--- src/rtl/hazard_ctrl_pkg.sv ---
// Shared encodings and helpers for the pipeline hazard controller.
package hazard_ctrl_pkg;

  localparam int unsigned T_W   = 2;
  localparam int unsigned REG_W = 5;

  localparam logic [REG_W-1:0] REG_ZERO = '0;

  typedef enum logic [1:0] {
    FWD_NONE = 2'd0,
    FWD_E    = 2'd1,
    FWD_M    = 2'd2,
    FWD_W    = 2'd3
  } fwd_e;

  function automatic logic [T_W-1:0] sat_dec(input logic [T_W-1:0] x);
    return (x != '0) ? x - 2'd1 : '0;
  endfunction

endpackage

--- src/rtl/hazard_ctrl_fwd_sel.sv ---
// Forwarding select for one operand: candidate 0 is E, 1 is M, 2 is W (nearest first).
module hazard_ctrl_fwd_sel
  import hazard_ctrl_pkg::*;
(
  input  logic [REG_W-1:0] addr,
  input  logic [REG_W-1:0] wa0,
  input  logic             rdy0,
  input  logic [REG_W-1:0] wa1,
  input  logic             rdy1,
  input  logic [REG_W-1:0] wa2,
  input  logic             rdy2,
  input  logic [2:0]       en,
  output logic [1:0]       sel
);

  logic hit0, hit1, hit2;

  assign hit0 = en[0] && (wa0 == addr);
  assign hit1 = en[1] && (wa1 == addr) && rdy1;
  assign hit2 = en[2] && (wa2 == addr) && rdy2;

  always_comb begin
    sel = FWD_NONE;
    if (addr != REG_ZERO) begin
      // A not-yet-ready match at E shadows older producers; the stall covers it.
      if (hit0) begin
        sel = rdy0 ? FWD_E : FWD_NONE;
      end else if (hit1) begin
        sel = FWD_M;
      end else if (hit2) begin
        sel = FWD_W;
      end
    end
  end

endmodule

--- src/rtl/hazard_ctrl.sv ---
// Hazard controller: shadow E/M/W writer pipeline, D-stage stall, forwarding selects,
// and a saturating stall-cycle counter.
module hazard_ctrl
  import hazard_ctrl_pkg::*;
#(
  parameter int unsigned CNT_W = 32
) (
  input  logic             clk,
  input  logic             rst_n,
  input  logic [4:0]       RA1_ID,
  input  logic [4:0]       RA2_ID,
  input  logic [4:0]       WA_ID,
  input  logic [1:0]       Tuse_RA1,
  input  logic [1:0]       Tuse_RA2,
  input  logic [1:0]       Tnew,
  output logic             stall,
  output logic [1:0]       fwd_D1,
  output logic [1:0]       fwd_D2,
  output logic [1:0]       fwd_E1,
  output logic [1:0]       fwd_E2,
  output logic [1:0]       fwd_M2,
  output logic [CNT_W-1:0] stall_cnt
);

  logic [REG_W-1:0] wa_e_q, ra1_e_q, ra2_e_q, wa_m_q, ra2_m_q, wa_w_q;
  logic [T_W-1:0]   tnew_e_q, tnew_m_q;
  logic [CNT_W-1:0] stall_cnt_q;
  logic             hz1, hz2;

  always_comb begin
    hz1 = (RA1_ID != REG_ZERO) &&
          (((RA1_ID == wa_e_q) && (tnew_e_q > Tuse_RA1)) ||
           ((RA1_ID == wa_m_q) && (tnew_m_q > Tuse_RA1)));
    hz2 = (RA2_ID != REG_ZERO) &&
          (((RA2_ID == wa_e_q) && (tnew_e_q > Tuse_RA2)) ||
           ((RA2_ID == wa_m_q) && (tnew_m_q > Tuse_RA2)));
  end

  assign stall     = hz1 | hz2;
  assign stall_cnt = stall_cnt_q;

  always_ff @(posedge clk or negedge rst_n) begin
    if (!rst_n) begin
      wa_e_q      <= '0;
      tnew_e_q    <= '0;
      ra1_e_q     <= '0;
      ra2_e_q     <= '0;
      wa_m_q      <= '0;
      tnew_m_q    <= '0;
      ra2_m_q     <= '0;
      wa_w_q      <= '0;
      stall_cnt_q <= '0;
    end else begin
      if (stall) begin
        wa_e_q   <= '0;
        tnew_e_q <= '0;
        ra1_e_q  <= '0;
        ra2_e_q  <= '0;
      end else begin
        wa_e_q   <= WA_ID;
        tnew_e_q <= Tnew;
        ra1_e_q  <= RA1_ID;
        ra2_e_q  <= RA2_ID;
      end
      wa_m_q   <= wa_e_q;
      tnew_m_q <= sat_dec(tnew_e_q);
      ra2_m_q  <= ra2_e_q;
      wa_w_q   <= wa_m_q;
      if (stall && (stall_cnt_q != '1)) begin
        stall_cnt_q <= stall_cnt_q + CNT_W'(1);
      end
    end
  end

  hazard_ctrl_fwd_sel u_fwd_d1 (
    .addr(RA1_ID), .wa0(wa_e_q), .rdy0(tnew_e_q == '0), .wa1(wa_m_q), .rdy1(tnew_m_q == '0),
    .wa2(wa_w_q), .rdy2(1'b1), .en(3'b111), .sel(fwd_D1)
  );

  hazard_ctrl_fwd_sel u_fwd_d2 (
    .addr(RA2_ID), .wa0(wa_e_q), .rdy0(tnew_e_q == '0), .wa1(wa_m_q), .rdy1(tnew_m_q == '0),
    .wa2(wa_w_q), .rdy2(1'b1), .en(3'b111), .sel(fwd_D2)
  );

  hazard_ctrl_fwd_sel u_fwd_e1 (
    .addr(ra1_e_q), .wa0(REG_ZERO), .rdy0(1'b0), .wa1(wa_m_q), .rdy1(tnew_m_q == '0),
    .wa2(wa_w_q), .rdy2(1'b1), .en(3'b110), .sel(fwd_E1)
  );

  hazard_ctrl_fwd_sel u_fwd_e2 (
    .addr(ra2_e_q), .wa0(REG_ZERO), .rdy0(1'b0), .wa1(wa_m_q), .rdy1(tnew_m_q == '0),
    .wa2(wa_w_q), .rdy2(1'b1), .en(3'b110), .sel(fwd_E2)
  );

  hazard_ctrl_fwd_sel u_fwd_m2 (
    .addr(ra2_m_q), .wa0(REG_ZERO), .rdy0(1'b0), .wa1(REG_ZERO), .rdy1(1'b0),
    .wa2(wa_w_q), .rdy2(1'b1), .en(3'b100), .sel(fwd_M2)
  );

endmodule

--- config.mk ---
export PLATFORM = sky130hd
export DESIGN_NAME = hazard_ctrl
export DESIGN_NICKNAME = d
export VERILOG_FILES = /design/src/rtl/hazard_ctrl_pkg.sv /design/src/rtl/hazard_ctrl_fwd_sel.sv /design/src/rtl/hazard_ctrl.sv
export SDC_FILE = /design/constraint.sdc
export NUM_CORES = 1
export LEC_CHECK = 0
export ABC_AREA = 1
export BUFFER_PORTS_ARGS = -buffer_cell sky130_fd_sc_hd__buf_2
export CORE_UTILIZATION = 40
export DETAILED_ROUTE_END_ITERATION = 12
export HOLD_SLACK_MARGIN = 0.1
export SLEW_MARGIN = 15
export SYNTH_ARGS = -nofsm -noshare
export SYNTH_HDL_FRONTEND = slang
export SYNTH_HIERARCHICAL = 1
export SYNTH_SLANG_ARGS = --single-unit
--- constraint.sdc ---
create_clock -name clk -period 1.85 [get_ports clk]
set_clock_uncertainty 0.1 [all_clocks]
set_input_delay 0.2775 -clock clk [delete_from_list [all_inputs] [get_ports clk]]
set_output_delay 0.2775 -clock clk [all_outputs]
set_load 0.005 [all_outputs]
Word level (Yosys, flattened, before mapping)
Index checks and enable logic that the tools add are counted.

Word-level logic and storage cells: 75. Output and inout bits: 43. Input port bits: 23. Register bits: 66.

Reductions and logical operators: 21. Bitwise gates (word level): 1. Add/subtract/negate cells: 2. Equality and inequality tests: 16. Multiplexer cells: 22. $lt $le $gt $ge: 4.

Operator list (number): $eq A5 B5 Y1 (15); $mux W2 (18); $add A32 B1 Y32 const B (1); $ne A32 B32 Y1 const B (1); $reduce_bool A5 Y1 (5); $mux W5 (3); $logic_and A1 B1 Y1 (11); $gt A2 B2 Y1 (4); $logic_not A2 Y1 (2); $logic_or A1 B1 Y1 (2); $reduce_bool A2 Y1 (1); $sub A2 B1 Y2 const B (1); $mux W1 (1); $or A1 B1 Y1 (1).

Longest topological paths before layout
Gate-level depths: netlist (run 1).

Depth after elaboration: 6. Gate-level depth with buffers: 13. Mapped depth without buffers: 12.

Modules after synthesis
The synthesis (run 1) kept the hierarchy.

By module, submodules not included: hazard_ctrl (area an instance 3756.1 um2, sequential area each 1651.6 um2, cells each 509, times used 1); hazard_ctrl_fwd_sel (area an instance 351.6 um2, sequential area each 0.0 um2, cells each 80, times used 5).

Worst setup path before layout (run 1)
Ideal clock, no wire load.

Kind: reg-to-output. From: register tnew_e_q[1]. To: output stall. Cell stages (with the launch flop): 11. Path slack: 21 ps. Path buffers: 2. Required time: 1472 ps. Arrival: 1451 ps. Cells stage by stage: dfrtp_1 ha_1 nand2_1 o21ai_0 nor2_1 nand3_1 nand2_1 nand2_1 nand2_2 buf_6 buf_6.

Longest elaborated chain between the ends: 5. Elaborated cells between the ends (all ways): 9. Classes of those cells: order compare: 2; bitwise: 1; reduce/logical: 6.

Ends and longest elaborated chain: from (decl) (line hazard_ctrl.sv:26) `logic [T_W-1:0] tnew_e_q, tnew_m_q;`; from (signal assigned) (line hazard_ctrl.sv:61) `tnew_e_q <= Tnew;`; $gt A2 B2 Y1, on equally long branches (line hazard_ctrl.sv:32, hazard_ctrl.sv:35); $logic_and A1 B1 Y1, on equally long branches (line hazard_ctrl.sv:32, hazard_ctrl.sv:35); $logic_or A1 B1 Y1, on equally long branches (line hazard_ctrl.sv:32, hazard_ctrl.sv:35); $logic_and A1 B1 Y1, on equally long branches (line hazard_ctrl.sv:31, hazard_ctrl.sv:34); $or A1 B1 Y1 (*) (line hazard_ctrl.sv:39) `assign stall = hz1 | hz2;`; to (decl) (line hazard_ctrl.sv:16) `output logic stall,`.

Mark *: on every way between the ends. The rest lies on a longest branch, timed or not.

Worst setup path in the final report (run 1)
From: register tnew_m_q[1]. To: output stall.

Longest elaborated chain between the ends: 5. Elaborated cells between the ends (all ways): 9. Classes of those cells: order compare: 2; bitwise: 1; reduce/logical: 6.

Ends and longest elaborated chain: from (decl) (line hazard_ctrl.sv:26); from (signal assigned) (line hazard_ctrl.sv:66) `tnew_m_q <= sat_dec(tnew_e_q);`; $gt A2 B2 Y1, on equally long branches (line hazard_ctrl.sv:33, hazard_ctrl.sv:36); $logic_and A1 B1 Y1, on equally long branches (line hazard_ctrl.sv:33, hazard_ctrl.sv:36); $logic_or A1 B1 Y1, on equally long branches (line hazard_ctrl.sv:32, hazard_ctrl.sv:35); $logic_and A1 B1 Y1, on equally long branches (line hazard_ctrl.sv:31, hazard_ctrl.sv:34); $or A1 B1 Y1 (*) (line hazard_ctrl.sv:39).

Marks and branches as above.

==> metrics, run 1 <==
post-route setup slack -0.257 ns; Worst R2R End stall_cnt[12]$_DFFE_PN0P_; CP Max Fanout 3; root buffer cell clkbuf_16; layout cells sized above 1 between 20% and 30%; worst vdd ir 0.404 mV; Cell Area, Placed about 6500 sq um; gr usage total between 20% and 30%; vias per cell 4.51; most frequent cells in the layout 343 x nand2_1, 133 x inv_1, 110 x nor2_1; CTS tree done; Max Slew Vio Count 0; max-cap violation count 0; die area 14300 sq um; via count 5735; violated checks setup timing; clock transition at the registers of the reported paths around 0.050 ns; Hold Vio Cnt, Final 0; # fillers roughly 1.4k; Setup crit end kind output port; status finished with violations; Max Root-Sink Buffers 2; Leakage 4.08 nW; largest net degree at the start of global routing 67; Initial Util roughly two fifths; worst reg2reg path depth 13; crit path DAT roughly 1.7 ns; critical path type flop to output port; reg2reg start tnew_m_q[1]$_DFF_PN0_; Post-Layout Cell Count 1272; R2R setup slack -0.18 ns; CTS Sinks 66; core area roughly 13000 sq um; synth unique cells 35; Design Power between 4 and 5 mW; Die Y about 120 microns; flop and latch count out of synthesis between 60 and 70; PwrDens roughly 670 nW/um^2; routed len/inst 11.8 microns; row count 42; Worst Hold Launch RA1_ID[2]; Setup crit start kind flop; Post-Syn Area per Cell between 6 and 7 sq um; synthesized cell area about 5500 sq um; post-layout util 54.1%; antenna viol nets, final 0; hpwl dp ~11000 microns; global-route wire length before repair 25900 microns; vias in the first global route 5466; hold path cells 3; nets@finish between 1k and 1.5k; worst hold path type input pin to flop; most common cell after layout, fill and taps aside nand2_1; later-pin clock latency in the skew report roughly 0.34 ns; Async SR Flop Fraction 100%; Routed WL around 15000 microns; # setup viols final 57; die span in x roughly 120 microns; Port Buffer Count 65; Num CTS Buffers 9; Ys Warns 6; number of synthesized flops with an enable pin 0; required time worst endpoint 1.47 ns; # DRC 0; placed cells approximately 1.2k; DRT Pass-1 Iters 5; sequential share of the synthesized area between 20% and 30%; Syn Inst Count 909; GPL Wtd Cong between 0.8 and 0.9; # IOs 66; Main synth FF type dfrtp_1; htree depth 3; Post-Layout Inst Area 7230 sq um; FMAX between 400 and 500 MHz; hold_ws ~0.12 ns; final cycle utilization of the critical path 114%; RSZ-0062 raised after global routing true; drt first-iter violations roughly 260; Area growth syn-to-layout 31.0%; post-layout min period 2.11 ns; grt total ovfl 0; initial antenna violation count 0; hold path endpoint ra1_e_q[2]$_DFF_PN0_
kinds of logic (layout without fill, tap and decap cells):
logic type                 after synthesis  after routing  share of synthesized area, %
and+or+nand+nor                        598            598                          47.5
buffers and inverters                  177            308                          13.0
DFF                                     66             66                          30.0
AOI/OAI and AO/OA                       29             29                          2.97
xor gates and xnor gates                28             28                          4.45
adders and majority gates                9              9                          2.04
other                                    2             58                         0.136
worst max path at each step:
| stage | startpoint | to | slack (ns) | cells past startpoint |
|---|---|---|---|---|
| 6_report | tnew_m_q[1]$_DFF_PN0_ | stall | -0.26 | 9 |
| 4_1_cts | tnew_m_q[1]$_DFF_PN0_ | stall | -0.21 | 9 |
| 2_1_floorplan | tnew_e_q[1]$_DFF_PN0_ | stall | 0.02 | 10 |
| 3_5_place_dp | Tuse_RA2[1] | stall_cnt[22]$_DFFE_PN0P_ | -0.18 | 14 |
| 3_3_place_gp | Tuse_RA2[1] | stall_cnt[24]$_DFFE_PN0P_ | -0.12 | 14 |
| 5_1_grt | tnew_m_q[1]$_DFF_PN0_ | stall | -0.35 | 9 |
cell type report:
class	instances	area, sq um	area share (%)
Multi-Input combinational cell	721	3490	48.4
Sequential cell	66	1670	23.1
Timing Repair Buffer	125	902	12.5
Inverter	167	627	8.68
Clock buffer	11	233	3.22
Tap cell	176	220	3.05
Clock inverter	5	78.8	1.09
Antenna cell	1	2.50	0.0346
per-layer routing:
layer | vias to the layer above | wire [microns] | global-route usage (%)
met5 | - | 0 | 0
met4 | 0 | 410 | 9.38
met3 | 32 | 656 | 2.87
met2 | 145 | 7250 | 40.1
met1 | 2521 | 6750 | 28.3
li1 | 3037 | - | -
power by group:
part           internal [mW]  switching (mW)  total (mW)
clock network           1.18           0.642        1.82
logic                  0.547           0.726        1.27
registers               1.56           0.158        1.71
synth_stat cells, types with 2 or more instances:
master,n,share of area (%)
nor2_1,117,8.0
a21oi_2,5,0.79
buf_6,5,1.0
dfrtp_1,66,30
nor3_2,2,0.36
nand3_1,60,5.4
xor2_1,22,3.5
inv_2,21,1.4
xnor2_1,6,0.95
nor3_1,9,0.82
buf_4,3,0.41
clkinv_1,5,0.34
nand4_1,12,1.4
o21ai_0,14,1.3
nand2_1,361,25
buf_2,2,0.18
nand3_2,5,0.91
a21oi_1,9,0.82
nor2_2,9,1.0
nand4_4,5,1.9
ha_1,9,2.0
conb_1,2,0.14
inv_1,141,9.6
nand3b_1,4,0.54
nand2_2,5,0.57
critical path, cell delays in order (launching register included):
cell and delay (ns):
dfrtp_1 0.42, ha_1 0.31, nand2_1 0.08, nand3_1 0.07
nor2_1 0.10, nand3_1 0.09, nand2_1 0.08, nand2_2 0.06
nand2_4 0.08, buf_6 0.10
flip-flops by register name (all words and copies together) (netlist names):
signal,cells
ra1_e_q,5
ra2_e_q,5
ra2_m_q,5
stall_cnt,32
tnew_e_q,2
tnew_m_q,2
wa_e_q,5
wa_m_q,5
wa_w_q,5
metrics by stage:
stage	setup TNS, ns	setup WS, ns
4_1_cts	-7.43	-0.205
3_5_place_dp	-4.45	-0.181
3_3_place_gp	-2.45	-0.125
2_1_floorplan	0	0.0214
5_1_grt	-13.94	-0.349
6_report	-6.82	-0.257
what timing repair did:
action / in CTS / in global routing
pin swaps: 15 / 24
hold endpoints to repair: 73 / 0
cloned: 1 / 0
buffers inserted: 8 / 1
resized for setup: 29 / 45
hold buffers: 8 / 0
setup endpoints to repair: 51 / 60
(Power assumes the default switching activity.)
==> run 2: changes to the inputs <==
- ABC_AREA: 1 -> 0
==> run 2 against run 1 <==
Compared with the run above:
- the flow still finishes with violations (setup timing)
- sequential power is essentially flat
- largest power group is now sequential cells
- critical path type unchanged
- non-clock buffer count increased by 69
- final area decreased by 8.0%
- area after synthesis shrank 25%
- maximum frequency is 13% lower
- critical endpoint unchanged
==> metrics, run 2 <==
top-count cell post-synth dfrtp_1; antenna viol nets, final 0; Cell Area, Placed about 5600 sq um; violated checks setup timing; GPL Wtd Cong 0.815; Max Root-Sink Buffers 2; n_diodes 0; htree depth 3; CP most frequent cell a21oi_1; most frequent cells in the layout 110 x buf_4, 64 x buf_2, 62 x dfrtp_1; slowest stage delay, CP ~0.42 ns; critical path's top delay family compound AO/OA/AOI/OAI gates; most common cell after layout, fill and taps aside buf_4; area leader, netlist dfrtp_1; hold path cells 3; # DRC 0; DRT Pass-1 Iters 5; Num CTS Buffers 9; # IOs 66; top-area cell type share of the netlist area between 30% and 40%; critical path type flop to output port; R2R setup slack -0.55 ns; worst reg2reg path depth 10; CTS Sinks between 60 and 70; status finished with violations; synth unique cells 37; Async SR Flop Fraction 100%; Area growth syn-to-layout 60.3%; global-route wire length before repair 19500 microns; initial antenna violation count 0; # setup viols final 60; PwrDens slightly above 600 nW/um^2; Max Slew Vio Count 0; worst path cell trace buf_4 > ha_4 > a21oi_1 > a2111oi_4 > a21oi_1 > o22a_2 > buf_12 > inv_2 > buf_6; grt total ovfl 0; CP Max Fanout 3; Main synth FF type dfrtp_1; clock transition at the registers of the reported paths about 0.07 ns; post-route setup slack -0.570 ns; max reg flops 32; Worst R2R End stall_cnt[14]$_DFFE_PN0P_; hold path endpoint ra2_e_q[4]$_DFF_PN0_; root buffer cell clkbuf_8; Syn Inst Count ~420; later-pin clock latency in the skew report ~0.34 ns; core area 9910 sq um; gr usage total 22.8%; routed len/inst roughly 15 microns; crit path DAT just over 2 ns; largest net degree at the start of global routing 67; post-layout min period between 2 and 2.5 ns; Die Y 104 microns; drt first-iter violations between 100 and 150; die span in x between 100 and 150 microns; Routed WL 11700 microns; die area around 11000 sq um; worst hold path type input pin to flop; worst vdd ir between 0.4 and 0.5 mV; Setup crit start kind flop; setup TNS -25.31 ns; nets@finish about 700; Area contributors post-synth dfrtp_1 40%, xor2_1 13%, xnor2_1 13%; layout cells sized above 1 41.8%; required time worst endpoint ~1.5 ns; Hold Vio Cnt, Final 0; row count 36; Bufs and invs on worst path 4; CTS tree done; Post-Syn Area per Cell roughly 9.9 sq um; FMAX 413 MHz; # fillers 792; vias in the first global route between 3k and 4k; reg2reg start tnew_m_q[1]$_DFF_PN0_; number of synthesized flops with an enable pin 0; Leakage just over 3 nW; flop and latch count out of synthesis 66; Port Buffer Count 65; final cycle utilization of the critical path 131%; Post-Layout Inst Area between 6000 and 7000 sq um; via count around 3.8k; sequential share of the synthesized area about two fifths; synthesized cell area 4150 sq um; Initial Util approximately two fifths; Ys Warns 6; hpwl dp around 7900 microns; post-layout util 67.1%; max-cap violation count 0; vias per cell ~4.8; RSZ-0062 raised after global routing true; Post-synth top cells 66 x dfrtp_1, 63 x xor2_1, 62 x xnor2_1; worst-path cell with the longest stage delay dfrtp_1; Worst Hold Launch RA2_ID[4]; Setup crit end kind output port
run 2: cell types whose count changed after synthesis, moves of 10 or more:
cell     before  now
and2_1        0   18
inv_1       141   15
inv_2        21    0
nand2_1     361   20
nand3_1      60   23
nor2_1      117   22
nor4_1        0   15
o21ai_0      14    0
or4_1         0   10
xnor2_1       6   62
xor2_1       22   63
run 2: cells by family after synthesis:
family / synth area share, %
XOR/XNOR: 26.4
adder cells (fa/ha/maj): 2.72
buffers and inverters: 2.20
multiplexers: 0.543
AO/OA/AOI/OAI: 3.92
other: 0.181
AND/OR/NAND/NOR: 24.2
flip-flops: 39.8
run 2: power breakdown:
group,switching (mW),internal [mW],leakage [nW]
logic,0.618,0.665,2.12
registers,0.136,1.56,0.831
clock network,0.542,0.552,0.0855
run 2: worst max-delay path by stage:
stage / from / to / slack, ns / cells after the start
global placement: Tuse_RA2[1] / stall_cnt[31]$_DFFE_PN0P_ / -0.46 / 9
finish: tnew_m_q[1]$_DFF_PN0_ / stall / -0.57 / 9
global route: tnew_m_q[0]$_DFF_PN0_ / stall / -0.68 / 10
floorplan: tnew_e_q[0]$_DFF_PN0_ / stall_cnt[21]$_DFFE_PN0P_ / -0.32 / 8
detailed placement: Tuse_RA2[1] / stall_cnt[11]$_DFFE_PN0P_ / -0.55 / 11
CTS: tnew_m_q[1]$_DFF_PN0_ / stall / -0.58 / 9
run 2: area by class of cell:
type / count / area (sq um) / area share (%)
Multi-Input combinational cell: 377 / 3150 / 47.4
Sequential cell: 66 / 1660 / 24.9
Timing Repair Buffer: 194 / 1450 / 21.7
Tap cell: 133 / 166 / 2.50
Clock buffer: 13 / 159 / 2.39
Inverter: 15 / 56.3 / 0.847
Clock inverter: 2 / 12.5 / 0.188
run 2: per-stage QoR:
step                power [mW]  worst slack, ns  hold WS [ns]  cells
global route              4.29           -0.681         0.247    800
global placement          2.71           -0.460         0.227    753
CTS                       4.02           -0.579         0.228    792
floorplan                 2.24           -0.316        -0.118    466
detailed placement        2.74           -0.551         0.223    753
finish                    4.07           -0.570         0.239    800
run 2: layer usage:
layer  share of wire [%]  track usage, %  vias up
li1                    -               -     1901
met1                  44            28.5     1842
met2                  52            40.4       80
met3                 3.5            4.15        4
met4                0.53            5.71        0
met5                   0               0        -
run 2: repair_timing:
item,in CTS,in global routing
cloned,2,0
endpoints found under the hold margin,73,0
gates resized for setup,70,22
hold buffers,8,0
pin swaps,54,32
buffers inserted,14,8
endpoints found under the setup margin,60,60
run 2: worst register-to-register path: stages (launching register included):
cell,delay (ns)
dfrtp_1,0.42
buf_4,0.16
ha_4,0.27
a21oi_1,0.09
a2111oi_4,0.19
a21oi_1,0.10
o22a_2,0.22
buf_4,0.17
bufbuf_16,0.28
nor4_4,0.15
xor2_1,0.18
